`config.mk`:
```
export PLATFORM = sky130hd
export DESIGN_NAME = ctrl_fsm_v2_flat
export DESIGN_NICKNAME = d
export VERILOG_FILES = /design/src/rtl/ctrl_fsm_v2_if.sv /design/src/rtl/ctrl_fsm_v2.sv /design/src/flat_wrapper.sv
export SDC_FILE = /design/constraint.sdc
export NUM_CORES = 1
export LEC_CHECK = 0
export ABC_CLOCK_PERIOD_IN_PS = 4350
export BUFFER_PORTS_ARGS = -buffer_cell sky130_fd_sc_hd__buf_4
export CAP_MARGIN = 20
export CORE_AREA = 2 2 67 69
export DETAILED_ROUTE_END_ITERATION = 7
export DIE_AREA = 0 0 69 71
export PLACE_DENSITY_LB_ADDON = 0.3
export SYNTH_ARGS = -nofsm -noshare
export SYNTH_HDL_FRONTEND = slang
export SYNTH_SLANG_ARGS = --single-unit
```
`constraint.sdc`:
```
create_clock -name CLK -period 4.35 [get_ports CLK]
set_clock_uncertainty 0.1 [all_clocks]
set_input_delay 0.87 -clock CLK [delete_from_list [all_inputs] [get_ports CLK]]
set_output_delay 0.87 -clock CLK [all_outputs]
set_load 0.1 [all_outputs]
```
`src/rtl/ctrl_fsm_v2_if.sv`:
```
// rtl/ctrl_fsm_v2_if.sv - handshake and strobe bundle between the sequencer and the datapath
interface ctrl_fsm_v2_if #(
  parameter int OPC_W   = 8,
  parameter int DEPTH_W = 5
);
  logic [OPC_W-1:0]   opcode;
  logic               ZFLG;
  logic               NFLG;
  logic               MEM_READY;
  logic               IRQ;
  logic               FETCH;
  logic               INC_PC;
  logic               LOAD_PC;
  logic               LOAD_VEC;
  logic               LOAD_IRU;
  logic               LOAD_IRL;
  logic               LOAD_AC;
  logic               MEM_REQ;
  logic               STORE_MEM;
  logic               LOAD_SP;
  logic               SP_INC;
  logic               SP_DEC;
  logic               SP_ADDR;
  logic               PC_TO_MEM;
  logic               IACK;
  logic               IE;
  logic               HALTED;
  logic               STK_OVF;
  logic               STK_UNF;
  logic [DEPTH_W-1:0] STK_DEPTH;
  logic [4:0]         STATE;

  // Sequencer side: consumes opcode/flags/handshake, drives every strobe.
  modport master (
    input  opcode, ZFLG, NFLG, MEM_READY, IRQ,
    output FETCH, INC_PC, LOAD_PC, LOAD_VEC, LOAD_IRU, LOAD_IRL, LOAD_AC,
           MEM_REQ, STORE_MEM, LOAD_SP, SP_INC, SP_DEC, SP_ADDR, PC_TO_MEM,
           IACK, IE, HALTED, STK_OVF, STK_UNF, STK_DEPTH, STATE
  );

  // Datapath/memory side.
  modport slave (
    output opcode, ZFLG, NFLG, MEM_READY, IRQ,
    input  FETCH, INC_PC, LOAD_PC, LOAD_VEC, LOAD_IRU, LOAD_IRL, LOAD_AC,
           MEM_REQ, STORE_MEM, LOAD_SP, SP_INC, SP_DEC, SP_ADDR, PC_TO_MEM,
           IACK, IE, HALTED, STK_OVF, STK_UNF, STK_DEPTH, STATE
  );
endinterface

```
`src/rtl/ctrl_fsm_v2.sv`:
```
// rtl/ctrl_fsm_v2.sv - fetch/execute sequencer with wait states, bounded stack, interrupt and halt
module ctrl_fsm_v2 #(
  parameter int OPC_W       = 8,
  parameter int STACK_DEPTH = 16,
  parameter int DEPTH_W     = $clog2(STACK_DEPTH + 1),
  parameter bit WAIT_EN     = 1'b1,
  parameter bit IRQ_EN      = 1'b1
) (
  input  logic          CLK,
  input  logic          RESET_N,
  ctrl_fsm_v2_if.master bus
);

  typedef enum logic [4:0] {
    START  = 5'd0,  PREPU  = 5'd1,  FETCHU = 5'd2,  PREPL = 5'd3,
    FETCHL = 5'd4,  EXEC1  = 5'd5,  EXEC2  = 5'd6,  EXEC3 = 5'd7,
    STORE  = 5'd8,  JUMP   = 5'd9,  LDSP   = 5'd10, PUSH  = 5'd11,
    POP1   = 5'd12, JSR    = 5'd13, RTS1   = 5'd14, RD2   = 5'd15,
    INT    = 5'd16, HALT   = 5'd17
  } state_t;

  state_t             state_q, state_d;
  logic               ie_q, ie_d;
  logic               ovf_q, ovf_d;
  logic               unf_q, unf_d;
  logic [DEPTH_W-1:0] depth_q, depth_d;
  logic [OPC_W-1:0]   opc_full;
  logic [7:0]         op;
  logic               rdy;
  logic               irq_take;
  logic               full;
  logic               empty;

  assign opc_full = bus.opcode;
  assign op       = opc_full[7:0];
  // With wait states disabled every memory access completes in one cycle.
  assign rdy      = WAIT_EN ? bus.MEM_READY : 1'b1;
  assign irq_take = IRQ_EN && bus.IRQ && ie_q;
  assign full     = (depth_q == DEPTH_W'(STACK_DEPTH));
  assign empty    = (depth_q == '0);

  assign bus.STATE     = state_q;
  assign bus.HALTED    = (state_q == HALT);
  assign bus.IE        = ie_q;
  assign bus.STK_OVF   = ovf_q;
  assign bus.STK_UNF   = unf_q;
  assign bus.STK_DEPTH = depth_q;

  // State and sticky status registers, updated on the falling clock edge.
  always_ff @(negedge CLK or negedge RESET_N) begin
    if (!RESET_N) begin
      state_q <= START;
      ie_q    <= 1'b0;
      ovf_q   <= 1'b0;
      unf_q   <= 1'b0;
      depth_q <= '0;
    end else begin
      state_q <= state_d;
      ie_q    <= ie_d;
      ovf_q   <= ovf_d;
      unf_q   <= unf_d;
      depth_q <= depth_d;
    end
  end

  // Next-state and strobe decode; memory states hold until rdy and only then fire completing strobes.
  always_comb begin
    state_d       = state_q;
    ie_d          = ie_q;
    ovf_d         = ovf_q;
    unf_d         = unf_q;
    depth_d       = depth_q;
    bus.FETCH     = 1'b0;
    bus.INC_PC    = 1'b0;
    bus.LOAD_PC   = 1'b0;
    bus.LOAD_VEC  = 1'b0;
    bus.LOAD_IRU  = 1'b0;
    bus.LOAD_IRL  = 1'b0;
    bus.LOAD_AC   = 1'b0;
    bus.MEM_REQ   = 1'b0;
    bus.STORE_MEM = 1'b0;
    bus.LOAD_SP   = 1'b0;
    bus.SP_INC    = 1'b0;
    bus.SP_DEC    = 1'b0;
    bus.SP_ADDR   = 1'b0;
    bus.PC_TO_MEM = 1'b0;
    bus.IACK      = 1'b0;
    case (state_q)
      START: state_d = PREPU;
      PREPU: begin
        if (irq_take) begin
          state_d = INT;
        end else begin
          bus.FETCH   = 1'b1;
          bus.MEM_REQ = 1'b1;
          state_d     = FETCHU;
        end
      end
      FETCHU: begin
        bus.FETCH   = 1'b1;
        bus.MEM_REQ = 1'b1;
        if (rdy) begin
          bus.INC_PC   = 1'b1;
          bus.LOAD_IRU = 1'b1;
          case (op)
            8'h00, 8'h04: state_d = EXEC1;
            8'h1B: begin
              if (IRQ_EN) ie_d = 1'b1;
              state_d = PREPU;
            end
            8'h1C: begin
              ie_d    = 1'b0;
              state_d = PREPU;
            end
            8'h1D:   state_d = HALT;
            8'h1A:   state_d = RTS1;
            default: state_d = PREPL;
          endcase
        end
      end
      PREPL: begin
        bus.FETCH   = 1'b1;
        bus.MEM_REQ = 1'b1;
        state_d     = FETCHL;
      end
      FETCHL: begin
        bus.FETCH   = 1'b1;
        bus.MEM_REQ = 1'b1;
        if (rdy) begin
          bus.INC_PC   = 1'b1;
          bus.LOAD_IRL = 1'b1;
          case (op)
            8'h02, 8'h06, 8'h08, 8'h0E, 8'h0F:                      state_d = EXEC2;
            8'h01, 8'h05, 8'h07, 8'h09, 8'h0A, 8'h0B, 8'h0C, 8'h0D: state_d = EXEC3;
            8'h03:                                                  state_d = STORE;
            8'h10, 8'h11, 8'h12, 8'h13, 8'h14:                      state_d = JUMP;
            8'h15:   state_d = LDSP;
            8'h16:   state_d = PUSH;
            8'h17:   state_d = POP1;
            8'h18:   state_d = JSR;
            8'h19:   state_d = RTS1;
            default: state_d = START;
          endcase
        end
      end
      EXEC1, EXEC2: begin
        bus.LOAD_AC = 1'b1;
        state_d     = PREPU;
      end
      EXEC3: begin
        bus.MEM_REQ = 1'b1;
        if (rdy) state_d = EXEC2;
      end
      STORE: begin
        bus.MEM_REQ = 1'b1;
        if (rdy) begin
          bus.STORE_MEM = 1'b1;
          state_d       = PREPU;
        end
      end
      JUMP: begin
        case (op)
          8'h10:   bus.LOAD_PC = 1'b1;
          8'h11:   bus.LOAD_PC = bus.NFLG;
          8'h12:   bus.LOAD_PC = !bus.NFLG;
          8'h13:   bus.LOAD_PC = bus.ZFLG;
          8'h14:   bus.LOAD_PC = !bus.ZFLG;
          default: bus.LOAD_PC = 1'b0;
        endcase
        state_d = PREPU;
      end
      LDSP: begin
        bus.LOAD_SP = 1'b1;
        depth_d     = '0;
        state_d     = PREPU;
      end
      PUSH, JSR: begin
        if (full) begin
          ovf_d   = 1'b1;
          state_d = HALT;
        end else begin
          bus.MEM_REQ   = 1'b1;
          bus.PC_TO_MEM = (state_q == JSR);
          if (rdy) begin
            bus.SP_DEC    = 1'b1;
            bus.SP_ADDR   = 1'b1;
            bus.STORE_MEM = 1'b1;
            bus.LOAD_PC   = (state_q == JSR);
            depth_d       = depth_q + 1'b1;
            state_d       = PREPU;
          end
        end
      end
      POP1, RTS1: begin
        if (empty) begin
          unf_d   = 1'b1;
          state_d = HALT;
        end else begin
          bus.SP_ADDR = 1'b1;
          bus.MEM_REQ = 1'b1;
          state_d     = RD2;
        end
      end
      RD2: begin
        bus.MEM_REQ = 1'b1;
        if (rdy) begin
          bus.SP_ADDR = 1'b1;
          bus.SP_INC  = 1'b1;
          if (!empty) depth_d = depth_q - 1'b1;
          case (op)
            8'h17: bus.LOAD_AC = 1'b1;
            8'h19: bus.LOAD_PC = 1'b1;
            8'h1A: begin
              bus.LOAD_PC = 1'b1;
              ie_d        = 1'b1;
            end
            default: ;
          endcase
          state_d = PREPU;
        end
      end
      INT: begin
        if (full) begin
          ovf_d   = 1'b1;
          state_d = HALT;
        end else begin
          bus.MEM_REQ   = 1'b1;
          bus.PC_TO_MEM = 1'b1;
          if (rdy) begin
            bus.SP_DEC    = 1'b1;
            bus.SP_ADDR   = 1'b1;
            bus.STORE_MEM = 1'b1;
            bus.LOAD_VEC  = 1'b1;
            bus.IACK      = 1'b1;
            ie_d          = 1'b0;
            depth_d       = depth_q + 1'b1;
            state_d       = PREPU;
          end
        end
      end
      HALT: begin
        if (irq_take && !ovf_q && !unf_q) state_d = INT;
      end
      default: state_d = START;
    endcase
  end

endmodule

```
`src/flat_wrapper.sv`:
```
// flat-port wrapper written by rule: the top's interface ports become plain ports
module ctrl_fsm_v2_flat 
#(
  parameter int OPC_W       = 8,
  parameter int STACK_DEPTH = 16,
  parameter int DEPTH_W     = $clog2(STACK_DEPTH + 1),
  parameter bit WAIT_EN     = 1'b1,
  parameter bit IRQ_EN      = 1'b1
)
  (CLK, RESET_N, bus_opcode, bus_ZFLG, bus_NFLG, bus_MEM_READY, bus_IRQ, bus_FETCH, bus_INC_PC, bus_LOAD_PC, bus_LOAD_VEC, bus_LOAD_IRU, bus_LOAD_IRL, bus_LOAD_AC, bus_MEM_REQ, bus_STORE_MEM, bus_LOAD_SP, bus_SP_INC, bus_SP_DEC, bus_SP_ADDR, bus_PC_TO_MEM, bus_IACK, bus_IE, bus_HALTED, bus_STK_OVF, bus_STK_UNF, bus_STK_DEPTH, bus_STATE);
  ctrl_fsm_v2_if #(.OPC_W(OPC_W), .DEPTH_W(DEPTH_W)) bus_i ();
  input  logic CLK;
  input  logic RESET_N;
  input wire logic [$bits(bus_i.opcode)-1:0] bus_opcode;
  input wire logic [$bits(bus_i.ZFLG)-1:0] bus_ZFLG;
  input wire logic [$bits(bus_i.NFLG)-1:0] bus_NFLG;
  input wire logic [$bits(bus_i.MEM_READY)-1:0] bus_MEM_READY;
  input wire logic [$bits(bus_i.IRQ)-1:0] bus_IRQ;
  output wire logic [$bits(bus_i.FETCH)-1:0] bus_FETCH;
  output wire logic [$bits(bus_i.INC_PC)-1:0] bus_INC_PC;
  output wire logic [$bits(bus_i.LOAD_PC)-1:0] bus_LOAD_PC;
  output wire logic [$bits(bus_i.LOAD_VEC)-1:0] bus_LOAD_VEC;
  output wire logic [$bits(bus_i.LOAD_IRU)-1:0] bus_LOAD_IRU;
  output wire logic [$bits(bus_i.LOAD_IRL)-1:0] bus_LOAD_IRL;
  output wire logic [$bits(bus_i.LOAD_AC)-1:0] bus_LOAD_AC;
  output wire logic [$bits(bus_i.MEM_REQ)-1:0] bus_MEM_REQ;
  output wire logic [$bits(bus_i.STORE_MEM)-1:0] bus_STORE_MEM;
  output wire logic [$bits(bus_i.LOAD_SP)-1:0] bus_LOAD_SP;
  output wire logic [$bits(bus_i.SP_INC)-1:0] bus_SP_INC;
  output wire logic [$bits(bus_i.SP_DEC)-1:0] bus_SP_DEC;
  output wire logic [$bits(bus_i.SP_ADDR)-1:0] bus_SP_ADDR;
  output wire logic [$bits(bus_i.PC_TO_MEM)-1:0] bus_PC_TO_MEM;
  output wire logic [$bits(bus_i.IACK)-1:0] bus_IACK;
  output wire logic [$bits(bus_i.IE)-1:0] bus_IE;
  output wire logic [$bits(bus_i.HALTED)-1:0] bus_HALTED;
  output wire logic [$bits(bus_i.STK_OVF)-1:0] bus_STK_OVF;
  output wire logic [$bits(bus_i.STK_UNF)-1:0] bus_STK_UNF;
  output wire logic [$bits(bus_i.STK_DEPTH)-1:0] bus_STK_DEPTH;
  output wire logic [$bits(bus_i.STATE)-1:0] bus_STATE;
  assign bus_i.opcode = bus_opcode;
  assign bus_i.ZFLG = bus_ZFLG;
  assign bus_i.NFLG = bus_NFLG;
  assign bus_i.MEM_READY = bus_MEM_READY;
  assign bus_i.IRQ = bus_IRQ;
  assign bus_FETCH = bus_i.FETCH;
  assign bus_INC_PC = bus_i.INC_PC;
  assign bus_LOAD_PC = bus_i.LOAD_PC;
  assign bus_LOAD_VEC = bus_i.LOAD_VEC;
  assign bus_LOAD_IRU = bus_i.LOAD_IRU;
  assign bus_LOAD_IRL = bus_i.LOAD_IRL;
  assign bus_LOAD_AC = bus_i.LOAD_AC;
  assign bus_MEM_REQ = bus_i.MEM_REQ;
  assign bus_STORE_MEM = bus_i.STORE_MEM;
  assign bus_LOAD_SP = bus_i.LOAD_SP;
  assign bus_SP_INC = bus_i.SP_INC;
  assign bus_SP_DEC = bus_i.SP_DEC;
  assign bus_SP_ADDR = bus_i.SP_ADDR;
  assign bus_PC_TO_MEM = bus_i.PC_TO_MEM;
  assign bus_IACK = bus_i.IACK;
  assign bus_IE = bus_i.IE;
  assign bus_HALTED = bus_i.HALTED;
  assign bus_STK_OVF = bus_i.STK_OVF;
  assign bus_STK_UNF = bus_i.STK_UNF;
  assign bus_STK_DEPTH = bus_i.STK_DEPTH;
  assign bus_STATE = bus_i.STATE;
  ctrl_fsm_v2 #(.OPC_W(OPC_W), .STACK_DEPTH(STACK_DEPTH), .DEPTH_W(DEPTH_W), .WAIT_EN(WAIT_EN), .IRQ_EN(IRQ_EN)) u_core (.CLK(CLK), .RESET_N(RESET_N), .bus(bus_i));
endmodule
```
==> results by stage <==
Placement:
- The sum of net half-perimeters after detailed placement is around 5.7 mm.
- Port buffering added 42 buffers.
- The post-placement worst setup slack is -0.6429 ns.
- At the end of routability-driven placement, the weighted congestion stood at around 0.94.
- Summing all placed instances gives a cell area of between 0.003 and 0.004 mm^2.

STA:
- The number of failing hold endpoints at the final stage was 0.
- The final-report max-slew violation count came to 0.
- The max-slew headroom at the worst pin is approximately two thirds.
- For the pin with the worst max-slew slack, the measured transition is 0.5069 ns.
- The final setup TNS is -11.83 ns.
- The final setup violation count is 23.
- After layout, the worst setup slack is -0.8054 ns.
- Hold is met by about 0.37 ns.
- Setup repair after global routing could not meet its margin everywhere.

Hold path:
- The tightest min-delay check is of the register to register type.
- The worst min-delay path endpoint is u_core.bus.STK_UNF.
- In this run the most critical hold path is launched from u_core.bus.STK_UNF.
- The number of cells traversed by the worst hold path is 1.

Critical path:
- The critical-path maximum fanout is 6.
- The reg2reg setup slack is about 1.3 ns.
- The startpoint of the lowest-slack register-to-register path is u_core.bus.STATE[0].
- At the worst endpoint, the required time is roughly 3.4 ns.
- The number of cells on the worst reg-to-reg path is 11.
- Data on the critical path arrives at its endpoint at around 4.2 ns.
- The kind of capture point of the worst setup path is an output pin.
- The capture point of the worst reg-to-reg path is u_core.bus.STK_DEPTH[4].
- STA classifies the critical path startpoint as a register.
- The classification of the worst setup path is register to output pin.

Layout:
- Leaving out fill and tap cells, the most frequent cell in the layout is sky130_fd_sc_hd__buf_4.
- The area growth from synthesis to layout is 111.4%.
- The filler cells instantiated in the layout total between 150 and 200.
- The fraction of final layout cells with drive strength greater than 1 is ~59%.
- The library cells used most frequently in the layout, excluding fill and tap cells, are sky130_fd_sc_hd__buf_4 (92), sky130_fd_sc_hd__buf_6 (31), sky130_fd_sc_hd__buf_12 (22).
- The final layout net count is 399.
- The number of antenna diodes is 0.
- The finished layout cell area is between 0.003 and 0.004 mm^2.

Floorplanning:
- The area of the placeable core is 0.004204 mm^2.
- The floorplan has 24 rows.
- Pin placement for this block handled 43 I/O pins.
- The horizontal extent of the die is 69 um.
- The floorplan step defined a die boundary enclosing a little under 0.005 mm^2.
- The die outline height is between 70 and 80 um.
- Once the floorplan was initialized, standard cells occupied approximately 43% of the core.

Yosys:
- The number of distinct library cells after synthesis is 70.
- After synthesis the netlist holds a flip-flop and latch count of 13.
- The cell area after synthesis is about 0.0018 mm^2.
- After synthesis, the largest area contributor takes up approximately 18% of total cell area.
- The post-synthesis instance total is 240.
- Yosys printed 0 warnings.
- In the post-synthesis netlist, the biggest area contributors are sky130_fd_sc_hd__dfrtn_1 (18%), sky130_fd_sc_hd__ha_1 (5.5%), sky130_fd_sc_hd__nor2_1 (4.8%).
- The post-synthesis area per instance is roughly 7.5 um^2.
- The portion of the post-synthesis area used by sequential elements is roughly 18%.
- Synthesis produced a netlist with a net count of between 200 and 300.
- The most used flip-flop cell after synthesis is sky130_fd_sc_hd__dfrtn_1.
- The number of enable-type register cells in the synthesized netlist is 0.
- Summed over all instances, the cell type with the most area after synthesis is sky130_fd_sc_hd__dfrtn_1.
- Counting flops with an async set or reset pin after synthesis yields a share of 100.0%.

Power and ir drop:
- Power spread over the standard cell area amounts to approximately 610 mW/mm^2.
- IR analysis of the VDD net gives a maximum drop of about 0.00031 V.
- Summed over all cells, the static leakage comes to around 1.6 nW.
- The design draws around 2.3 mW.

Clocking:
- The clock drives 13 sinks.
- The clock root buffer master is sky130_fd_sc_hd__clkbuf_8.
- The number of levels the H-tree was split into is 1.
- The clock transition at the registers of the reported paths is 0.05 ns.
- No sink is reached through more buffers than the 2 on the longest clock path.
- Clock latency on the worst-skew pair, taken at its later pin, is around 0.27 ns.
- The total of hold buffers inserted after clock tree synthesis is 0.
- The number of buffers created by CTS is 3.
- TritonCTS built the clock tree.

Global routing:
- The total grt overflow is 0.
- Global routing used a little over a third of the available tracks.
- The initial antenna violation count is 0.
- The largest net degree at the start of global routing is 14.
- The first global-routing pass estimated ~14 mm of wire.
- The number of global-route vias before repair came to roughly 2700.

Route:
- The remaining routing DRC violations is 0.
- The number of routed nets with antenna violations is 0.
- Before antenna repair, the detailed router went through 5 iterations.
- After detailed routing, the number of vias per cell comes to 6.529.
- The detailed router finished its first iteration with between 200 and 300 violations.
- The detailed router placed roughly 2800 vias in this run.
- The post-detailed-routing wire length is between 9 and 10 mm.
- After detailed routing, the average wire length per cell comes to roughly 23 um.

Outcome:
- The flow ran to the end, but the final reports show violations.
- The final reports fail on setup timing.

Run:
- The max-capacitance violation count is 0.
## cell usage after synthesis, drive strengths merged, types with 4 or more instances
library cell / n
and3: 6
nor2: 24
nand2: 12
o21ai: 11
a21oi: 12
a21o: 4
nor3: 15
clkbuf: 9
nor2b: 6
a22o: 5
inv: 11
a31oi: 6
nand3: 7
ha: 8
o22ai: 4
a211oi: 5
or3: 4
dfrtn: 13
nand2b: 7
xnor2: 4
buf: 10
## critical path, stage by stage (launching register included)
cell	delay, ns
sky130_fd_sc_hd__dfrtn_1	0.58
sky130_fd_sc_hd__or2b_1	0.29
sky130_fd_sc_hd__nor3_1	0.28
sky130_fd_sc_hd__o2bb2ai_1	0.20
sky130_fd_sc_hd__nor2_2	0.10
sky130_fd_sc_hd__o221ai_4	0.09
sky130_fd_sc_hd__buf_12	0.21
## logic make-up after synthesis
logic type                 count (synthesis)  share of synthesized area, %
DFF                                       13                         17.98
xor gates and xnor gates                   5                         2.420
and+or+nand+nor                          104                         31.95
AOI/OAI and AO/OA                         73                         29.95
muxes                                      4                         2.974
adders and majority gates                 10                         7.193
buffers and inverters                     31                         7.537
## through the flow
step                utilization [%]  cells
floorplan                         -    240
finish                        90.98    427
detailed placement            72.05    401
global route                  90.98    427
global placement              72.05    401
CTS                           87.29    418
## final cells by class
class                      count  area [um^2]  area share (%)
sequential                    13        325.3           8.505
tap                           52        65.06           1.701
multi-input combinational    196         1759           45.99
inverter                      12        75.07           1.963
timing repair buffer         150         1555           40.66
clock buffer                   4        45.04           1.178
## how the worst max path moves through the flow
stage                                  from     endpoint  slack (ns)  cells past startpoint
global placement    u_core.bus.STK_DEPTH[1]  bus_MEM_REQ       -0.58                      6
global route            u_core.bus.STATE[0]  bus_MEM_REQ       -0.86                      6
floorplan               u_core.bus.STATE[0]  bus_SP_ADDR       -1.52                      6
detailed placement  u_core.bus.STK_DEPTH[1]  bus_MEM_REQ       -0.64                      6
CTS                 u_core.bus.STK_DEPTH[2]  bus_MEM_REQ       -0.75                      6
finish                  u_core.bus.STATE[0]  bus_MEM_REQ       -0.81                      6
## repair_timing
action | 4_1_cts | 5_1_grt
setup endpoints to repair | 24 | 25
pin swaps | 25 | 8
setup buffers | 14 | 12
gates cloned | 0 | 0
gates resized for setup | 120 | 25
## routing by layer
metal	vias up	track usage [%]	part of all wire (%)
met1	1354	42.97	36
met4	0	16.78	5.9
li1	1170	-	-
met5	-	0	0
met3	61	4.986	7.4
met2	203	62.93	51
## sequential cells by signal, summed over array words and instances (netlist names)
signal                flops
u_core.bus.IE             1
u_core.bus.STATE          5
u_core.bus.STK_DEPTH      5
u_core.bus.STK_OVF        1
u_core.bus.STK_UNF        1
## report_power, final
| part | switching, mW | internal (mW) |
|---|---|---|
| Sequential | 0.0501 | 0.153 |
| Combinational | 1.15 | 0.844 |
| Clock | 0.0503 | 0.0649 |
| Total | 1.25 | 1.06 |
Power figures use the tool's default switching activity.
